<file path="config.mk">
export PLATFORM = sky130hd
export DESIGN_NAME = tx_word_splitter
export DESIGN_NICKNAME = d
export VERILOG_FILES = /design/src/rtl/tx_word_splitter.sv
export SDC_FILE = /design/constraint.sdc
export NUM_CORES = 1
export LEC_CHECK = 0
export ABC_AREA = 1
export CAP_MARGIN = 20
export CORE_ASPECT_RATIO = 0.7
export CORE_UTILIZATION = 40
export DETAILED_ROUTE_END_ITERATION = 6
export PLACE_DENSITY = 0.68
export SYNTH_ARGS = -nofsm -noshare
export SYNTH_HDL_FRONTEND = slang
export SYNTH_SLANG_ARGS = --single-unit
</file>
<file path="constraint.sdc">
create_clock -name clk -period 1.4 [get_ports clk]
set_clock_uncertainty 0.05 [all_clocks]
set_input_delay 0.28 -clock clk [delete_from_list [all_inputs] [get_ports clk]]
set_output_delay 0.28 -clock clk [all_outputs]
set_load 0.005 [all_outputs]
</file>
<file path="src/rtl/tx_word_splitter.sv">
// Splits a register-file word into LSB-first bytes for the TX FIFO.
// Writes stall on full; txDone pulses once after the last byte of each word.
module tx_word_splitter #(
    parameter int WORD_WIDTH = 32,
    parameter int BYTE_WIDTH = 8,
    localparam int BPW  = WORD_WIDTH / BYTE_WIDTH,
    localparam int NB_W = (BPW > 1) ? $clog2(BPW) : 1
) (
    input  logic                  clk,
    input  logic                  rst,
    input  logic                  txValid,
    output logic                  txReady,
    input  logic [WORD_WIDTH-1:0] data_in,
    input  logic [NB_W-1:0]       num_bytes,
    input  logic                  full,
    output logic                  wr_en,
    output logic [BYTE_WIDTH-1:0] data_out,
    output logic                  txDone,
    output logic [1:0]            fsm_state
);

    // Handshake: a word transfers on a rising edge with txValid=1 and txReady=1;
    // txReady is a decode of registered state only, so txValid never reaches it.

    localparam int CNT_W = $clog2(BPW + 1);

    typedef enum logic [1:0] {
        ST_IDLE = 2'b00,
        ST_SEND = 2'b01,
        ST_DONE = 2'b10
    } state_t;

    state_t                state;
    state_t                state_next;
    logic                  ready_en;
    logic [WORD_WIDTH-1:0] shift_reg;
    logic [CNT_W-1:0]      count;
    logic                  accept;
    logic [CNT_W-1:0]      count_load;

    assign accept     = txValid && txReady;
    assign count_load = (num_bytes == '0) ? CNT_W'(BPW) : CNT_W'(num_bytes);
    assign data_out   = shift_reg[BYTE_WIDTH-1:0];
    assign fsm_state  = state;

    // Keeps txReady low during reset and until the first edge after release.
    always_ff @(posedge clk or negedge rst) begin
        if (!rst) begin
            ready_en <= 1'b0;
        end else begin
            ready_en <= 1'b1;
        end
    end

    always_ff @(posedge clk or negedge rst) begin
        if (!rst) begin
            state <= ST_IDLE;
        end else begin
            state <= state_next;
        end
    end

    always_comb begin
        state_next = state;
        txReady    = 1'b0;
        wr_en      = 1'b0;
        txDone     = 1'b0;
        case (state)
            ST_IDLE: begin
                txReady = ready_en;
                if (txValid && ready_en) begin
                    state_next = ST_SEND;
                end
            end
            ST_SEND: begin
                wr_en = !full;
                if (!full && (count == CNT_W'(1))) begin
                    state_next = ST_DONE;
                end
            end
            ST_DONE: begin
                txDone     = 1'b1;
                state_next = ST_IDLE;
            end
            default: begin
                state_next = ST_IDLE;
            end
        endcase
    end

    always_ff @(posedge clk or negedge rst) begin
        if (!rst) begin
            shift_reg <= '0;
            count     <= '0;
        end else if (accept) begin
            shift_reg <= data_in;
            count     <= count_load;
        end else if (wr_en) begin
            shift_reg <= shift_reg >> BYTE_WIDTH;
            count     <= count - CNT_W'(1);
        end
    end

endmodule

</file>
==> qor.yml, run 1 <==
outcome: "finished, violations left"
violations: "DRC, setup timing"
finalMaxSlewViolations: 0
setup_viol: 27
synth_fp_nets: 275
crit_path_max_fanout: 3
grt_max_degree: 39
syn_to_final_growth_pct: 70.6
cts_tree: "yes"
hold-path-endpoint: "count[1]"
synth_top_area_cell: "dfrtp_1"
fmax_mhz: 643
r2r-start: "fsm_state[1]"
placementRows: 20
postPlaceCellArea_um2: 2430
wire_per_inst_um: 14.0
synth_commonest_cells: "nand2_1, nand3_1, dfrtp_1, inv_1, buf_4"
crit_family: "flip-flops"
vias_per_cell: 4.95
grtUsageMet3: 0.0543
hp-start: "count[1]"
htree_levels: 2
port-buffer-count: 50
drt_iter0_drc: 60
min_path_cells: 2
synth_area_leaders: "dfrtp_1, nand2_1, nand3_1"
ir_worst_vdd_uv: 808
instances_no_fill: 362
synth_most_common_cell: "nand2_1"
grt.total_usage: 0.192
drc: 10
synth-edff-count: 0
r2r_end: "shift_reg[8]"
antenna_found_initial: 0
diodes: 0
cts_buffer_depth: 2
path_class: "register to output pin"
grt_pass1_wl_um: 7380
cp_slowest_cell: "dfrtp_2"
dp_cells: 335
grt.met2_usage: 0.324
grt_pass1_vias: 1624
reg2reg_depth: 7
dieArea_um2: 5020
finalHoldViolCount: 0
nNetsFinal: 346
cts_made_buffers: 5
synthCells: 235
start_util: 0.426
synth-main-ff-cell: "dfrtp_1"
cts_root_buf: "clkbuf_8"
firstDrtPassIters: 7
synth_top_area_frac: 0.502
crit_path_end_kind: "output pin"
vias: 1791
crit_path_max_incr_delay_ps: 440
timing.critical_path.buf_inv: 3
worstPathRequired_ps: 1070
yosysUniqueCellTypes: 15
rsz0062_at_grt: "yes"
dp_hpwl_um: 2760
ioPinCount: 51
p_per_area_nw_per_um2: 1740
die_x_um: 84.3
drive_gt1_frac: 0.423
antenna_left: 0
die_height_um: 59.6
crit_path_start_kind: "register"
yosysSeqAreaShare: 0.502
cap_violations: 0
gp_congestion: 0.773
top_usage_layer: "met2"
crit_chain: "buf_4 -> nor2_4 -> nand2_4 -> inv_4 -> buf_6"
min_period_ps: 1550
worst_slack_ps: -154
final_area_um2: 3230
grt_util_met1: 0.254
routed_wirelength_um: 5070
cp_data_arrival_time_ps: 1220
p_leak_nw: 1.67
hold_path.class: "register to register"
synth_async_sr_flop_share: 1.00
syn_avg_cell_area_um2: 8.07
timing.final.crit_share: 1.11
synth_area_um2: 1900
clock_latency_ps: 290
core_um2: 4450
path_clk_slew_ps: 80
largest_reg_flops: 32
ys_seq_elements: 38
cts_sinks: 38
grt_overflow: 0
r2r_slack_ps: -50
yosysWarnings: 0
[layer usage]
layer,up-vias,share of wire
met5,-,0
met4,0,0.017
met3,11,0.057
met2,50,0.48
met1,852,0.45
li1,878,-
[cell usage in the layout, fill, tap and decap left out, types with 2 or more instances in the layout]
cell	n
buf_2	3
buf_4	14
inv_1	11
nand3_4	5
dfrtp_2	2
dfrtp_1	36
nand2_8	2
clkinv_2	2
nand3_1	9
buf_12	3
clkbuf_16	4
nand2_4	9
clkbuf_8	5
nand2_1	67
ha_1	2
nor2_1	2
dlygate4sd2_1	9
buf_6	8
inv_4	2
clkdlybuf4s50_1	36
buf_8	3
nor2_4	3
nand3_2	35
nand2_2	25
[stage by stage]
step | setup TNS (ps) | total power [mW] | utilization | hold WS (ps) | worst slack [ps]
global route | -3540 | 6.01 | 0.726 | 454 | -193
floorplan | 0 | 3.05 | - | -65.6 | 142
detailed placement | -8490 | 3.66 | 0.547 | 212 | -347
CTS | -1470 | 4.80 | 0.604 | 430 | -122
global placement | -8460 | 3.61 | 0.547 | 211 | -341
finish | -890 | 5.61 | 0.726 | 431 | -154
[cells by family (layout without fill, tap and decap cells)]
group,count (synthesis),in the layout,synth area share
buffers and inverters,35,107,0.114
other,1,1,0.00198
AND/OR/NAND/NOR,159,159,0.370
flip-flops,38,38,0.502
adder cells (fa/ha/maj),2,2,0.0132
[final cells by class]
cell class              instances  area [um^2]
clock buffers                   5         68.8
clock inverters                 3         40.0
fillers                       335         1220
inverters                      16         85.1
multi-input cells             162         1110
flip-flops and latches         38          953
well taps                      55         68.8
repair buffers                 83          902
[how the worst max path moves through the flow]
stage / from / to / slack (ps) / cells past startpoint
after floorplan: fsm_state[1] / shift_reg[10] / 140 / 6
after global placement: full / wr_en / -340 / 5
after detailed placement: full / wr_en / -350 / 5
after CTS: fsm_state[1] / txReady / -120 / 5
after global routing: fsm_state[1] / txReady / -190 / 5
final: fsm_state[1] / wr_en / -150 / 5
[tightest hold or removal path: stages (launching register included)]
cell,delay [ps]
dfrtp_1,340
nand2_1,50
nand2_1,60
[power by group]
group,internal (mW),switching [mW]
clock network,0.525,0.398
registers,1.57,0.326
logic,1.45,1.35
[what timing repair did]
| item | CTS | global route |
|---|---|---|
| setup endpoints to repair | 40 | 40 |
| cloned | 1 | 4 |
| hold endpoints to repair | 38 | 0 |
| resized for setup | 38 | 105 |
| pin swaps | 2 | 26 |
| hold buffers | 1 | 0 |
| buffers inserted | 11 | 3 |
(Power assumes the default switching activity.)
==> run 2, diff against run 1 <==
--- a/config.mk
+++ b/config.mk
@@ -9,8 +9,9 @@
 export CAP_MARGIN = 20
 export CORE_ASPECT_RATIO = 0.7
 export CORE_UTILIZATION = 40
+export CTS_CLUSTER_SIZE = 20
 export DETAILED_ROUTE_END_ITERATION = 6
-export PLACE_DENSITY = 0.68
+export PLACE_DENSITY = 0.64
 export SYNTH_ARGS = -nofsm -noshare
 export SYNTH_HDL_FRONTEND = slang
 export SYNTH_SLANG_ARGS = --single-unit
==> qor.yml, run 2 (synthesis gave the netlist of run 1 again) <==
outcome: "finished, violations left"
violations: "DRC, setup timing"
cts_buffer_depth: 2  # unchanged
start_util: 0.426  # unchanged
mostFrequentLayoutCell: "nand2_1"
p_leak_nw: 1.43  # -14%
grt_pass1_wl_um: 7040  # -4.6%
timing.critical_path.buf_inv: 3  # unchanged
vias_per_cell: 4.65  # -6.1%
dieArea_um2: 5020  # unchanged
cts_root_buf: "clkbuf_8"
crit_path_end_kind: "output pin"
cp.depth: 5  # unchanged
wl_met1_um: 2110  # -7.1%
antenna_found_initial: 0  # unchanged
path_class: "register to output pin"
cap_violations: 0  # unchanged
worstPathRequired_ps: 1070  # about the same
dp_hpwl_um: 2840  # +3.1%
vias: 1663  # -7.1%
p_per_area_nw_per_um2: 1830  # +5.2%
crit_path_max_fanout: 3  # unchanged
wl_met3_um: 267  # -7.0%
n_fill_cell: 414  # +24%
crit_path_start: "fsm_state[1]"
wire_per_inst_um: 12.3  # -13%
antenna_left: 0  # unchanged
grt_pass1_vias: 1579  # -2.8%
reg2reg_depth: 9  # +2
cp_data_arrival_time_ps: 1170  # -50 ps
grt_overflow: 0  # unchanged
diodes: 0  # unchanged
finalSetupTns_ps: -976  # -85.7 ps
nNetsFinal: 342  # -1.2%
finalHoldViolCount: 0  # unchanged
highest_layer: "met4"
final_util: 0.620  # -0.106
core_um2: 4450  # unchanged
crit_chain: "buf_12 -> nor2_4 -> nand2_4 -> inv_4 -> buf_6"
crit_family: "flip-flops"
drive_gt1_frac: 0.172  # -0.252
dp_cells: 337  # +0.60%
crit_path_max_incr_delay_ps: 430  # about the same
multiInputGateArea_um2: 738  # -34%
wl_met2_um: 1960  # -19%
firstDrtPassIters: 7  # unchanged
crit_path_start_kind: "register"
routed_wirelength_um: 4390  # -13%
grt.total_usage: 0.186  # -0.00588
placementRows: 20  # unchanged
htree_levels: 2  # unchanged
hold_path.class: "primary input to asynchronous set/reset pin"
gp_congestion: 0.745  # -3.6%
timing.final.crit_share: 1.07  # -0.0354
grt_max_degree: 25  # -36%
min_period_ps: 1500  # -49.5 ps
setup_viol: 20  # -26%
rsz0062_at_grt: "yes"
r2r-start: "fsm_state[0]"
final_cell_mix: "nand2_1, nand3_1, dfrtp_1, clkdlybuf4s50_1, buf_4"
ioPinCount: 51  # unchanged
cts_made_buffers: 5  # unchanged
cts_tree: "yes"
die_x_um: 84.3  # unchanged
cts_sinks: 38  # unchanged
finalMaxSlewViolations: 0  # unchanged
syn_to_final_growth_pct: 45.7
port-buffer-count: 50  # unchanged
ff_latch_area_um2: 953  # unchanged
drc: 12  # +2
fmax_mhz: 665  # +3.3%
instances_no_fill: 358  # -1.1%
ir_worst_vdd_uv: 1130  # +40%
r2r_end: "count[1]"
drt_iter0_drc: 75  # +25%
die_height_um: 59.6  # unchanged
clock_latency_ps: 300  # about the same
r2r_slack_ps: -90  # -40 ps
path_clk_slew_ps: 80  # about the same
worst_slack_ps: -105  # +49.5 ps
largest_reg_flops: 32  # unchanged
whs_ps: 381  # -49.7 ps
cp_slowest_cell: "dfrtp_2"
cp-endpoint: "wr_en"
-- run 2: changes by cell type in the layout (fill, tap and decap cells not counted), moves of 5 or more --
cell / change
buf_4: +5
nand2_1: +33
nand2_2: -25
nand2_4: -7
nand3_1: +40
nand3_2: -35
nand3_4: -5
-- run 2: worst min-delay path by stage --
stage	from	depth (start not counted)	slack (ps)	end
after detailed placement	rst	1	180	shift_reg[5]
final	rst	2	380	shift_reg[14]
after floorplan	rst	0	-70	count[0]
after global routing	rst	2	410	shift_reg[7]
after global placement	rst	1	170	shift_reg[5]
after CTS	rst	2	380	shift_reg[5]
-- run 2: layer usage --
metal  GRT usage  vias to the layer above
met4      0.0813                        0
met5           0                        -
li1            -                      867
met3      0.0501                        6
met1       0.240                      742
met2       0.302                       48
-- run 2: power by group --
part	total (mW)	switching (mW)	leakage, nW	internal (mW)
logic	2.06	1.01	0.876	1.05
clock network	1.16	0.400	0.0714	0.760
registers	1.83	0.259	0.483	1.57
total	5.05	1.67	1.43	3.38
-- run 2: what timing repair did --
item / CTS / global route
pin swaps: 2 / 0
hold endpoints to repair: 15 / 0
gates cloned: 0 / 2
hold buffers: 1 / 0
buffers inserted: 10 / 0
setup endpoints to repair: 28 / 40
gates resized for setup: 30 / 10
-- run 2: layout make-up --
| class | count | share of cell area |
|---|---|---|
| clock inverters | 2 | 0.0217 |
| multi-input cells | 162 | 0.267 |
| clock buffers | 6 | 0.0299 |
| repair buffers | 79 | 0.283 |
| flip-flops and latches | 38 | 0.345 |
| inverters | 16 | 0.0281 |
| well taps | 55 | 0.0249 |
-- run 2: worst reg2reg max path: cells and delay by family, from the launching register on --
family / cells / cell delay (ps)
AND/OR/NAND/NOR: 5 / 310
flip-flops: 1 / 420
buffers and inverters: 4 / 610
-- run 2: metrics by stage --
step                total power, mW  instance area, um^2  setup WS (ps)
global placement               3.63                 2450           -344
global route                   5.41                 2760           -156
CTS                            4.98                 2690           -118
finish                         5.05                 2760           -105
detailed placement             3.67                 2450           -350
floorplan                      3.05                 1900            142
==> RTL change, RTL diff (flow settings as in run 2) <==
`BYTE_WIDTH`: 8 -> 16.
--- a/src/rtl/tx_word_splitter.sv
+++ b/src/rtl/tx_word_splitter.sv
@@ -2,7 +2,7 @@
 // Writes stall on full; txDone pulses once after the last byte of each word.
 module tx_word_splitter #(
     parameter int WORD_WIDTH = 32,
-    parameter int BYTE_WIDTH = 8,
+    parameter int BYTE_WIDTH = 16,
     localparam int BPW  = WORD_WIDTH / BYTE_WIDTH,
     localparam int NB_W = (BPW > 1) ? $clog2(BPW) : 1
 ) (
Interface: changed (resized data_out and num_bytes); port bits go from 51 to 58. The function was not compared with the original's and may differ.
==> RTL change against run 2 <==
Worst setup slack worse by 12 ps. Design area is 7.7% lower. Maximum frequency is 0.79% lower. Critical path depth stayed put. Sequential cell count is 1 lower. Sequential share of layout area is 1.9 points higher. Highest routed layer unchanged. Combinational power is 10% lower. Power is 15% lower. Routed wire length is 10% lower. Register-to-register slack better by 100 ps. Non-clock buffer count is 6 higher. The run ends with negative setup slack left. Synthesized area is 7.0% lower.
==> RTL change: results (changes against run 2) <==
{
  "status": {"value": "complete, but fails checks"},
  "detailroute.wirelength.met2": {"value": 1720, "unit": "microns", "change": "-12%"},
  "grt.met3_usage": {"value": 5.92, "unit": "%", "change": "+0.91 points"},
  "dpl_cell_area": {"value": 2350, "unit": "sq um", "change": "-3.9%"},
  "synth-adder-area-share": {"value": 0.710, "unit": "%", "change": "-0.61 points"},
  "clock_power_share": {"value": 17.0, "unit": "%", "change": "-6.0 points"},
  "setup_slack": {"value": -117, "unit": "ps", "change": "-12.0 ps"},
  "fraction_of_the_mapped_netlist_area_in_compound_gates": {"value": 0.568, "unit": "%", "change": "+0.57 points"},
  "violated_checks": {"value": "negative setup slack"},
  "area_of_the_multi_input_gates": {"value": 614, "unit": "sq um", "change": "-17%"},
  "post_cts_resize_count": {"value": 34, "change": "+13%"},
  "seq_cell_count": {"value": 37, "change": "-2.6%"},
  "place.detailed.hpwl": {"value": 2600, "unit": "microns", "change": "-8.6%"},
  "setup-tns-final": {"value": -189, "unit": "ps", "change": "+787 ps"},
  "yosysSeqAreaShare": {"value": 52.5, "unit": "%", "change": "+2.4 points"},
  "cellPowerDensity": {"value": 1690, "unit": "nW/um^2", "change": "-7.5%"},
  "global_placer_s_final_weighted_congestion": {"value": 0.733, "change": "-1.6%"},
  "regArea": {"value": 927, "unit": "sq um", "change": "-2.8%"},
  "flow.area_growth_from_synthesis": {"value": 44.6, "unit": "%"},
  "combinationalPowerShare": {"value": 43.1, "unit": "%", "change": "+2.3 points"},
  "wl_met1": {"value": 1910, "unit": "microns", "change": "-9.4%"},
  "place.port_buffers": {"value": 57, "change": "+14%"},
  "proportion_of_cell_area_occupied_by_registers": {"value": 36.4, "unit": "%", "change": "+1.9 points"},
  "synth_cell_types": {"value": 18, "change": "+3"},
  "dr.pass1.iters": {"value": 4, "change": "-3"},
  "vias": {"value": 1497, "change": "-10%"},
  "largest_net_degree_at_the_start_of_global_routing": {"value": 38, "change": "+52%"},
  "gr-usage-met2": {"value": 28.6, "unit": "%", "change": "-1.6 points"},
  "syn-num-nets": {"value": 245, "change": "-11%"},
  "setup_violation_total_in_the_final_timing_report": {"value": 2, "change": "-90%"},
  "intPower": {"value": 0.00282, "unit": "W", "change": "-17%"},
  "count_of_non_filler_cells_in_the_finished_layout": {"value": 328, "change": "-8.4%"},
  "signal_buffers": {"value": 85, "change": "+7.6%"}
}
## RTL change: cell count changes after synthesis, moves of 2 or more
| cell | delta |
|---|---|
| nand3_1 | -16 |
| nand2_1 | -11 |
| buf_4 | +9 |
| inv_1 | -4 |
| buf_2 | -2 |
| buf_6 | -2 |
| inv_2 | -2 |
| o21ai_0 | +2 |
## RTL change: worst paths after layout
path | endpoint | startpoint | slack, ps
worst max-delay path | txReady | fsm_state[0] | -120
worst min-delay path | shift_reg[29] | shift_reg[29] | 420
worst max register to register | shift_reg[20] | fsm_state[0] | 10
worst min register to register | shift_reg[29] | shift_reg[29] | 420
max in group asynchronous | fsm_state[0] | rst | 670
min in group asynchronous | shift_reg[4] | rst | 430
## RTL change: cells by family after synthesis
family                   Yosys count
other                              1
AND/OR/NAND/NOR                  131
buffers and inverters             35
AO/OA/AOI/OAI                      2
adder cells (fa/ha/maj)            1
flip-flops                        37
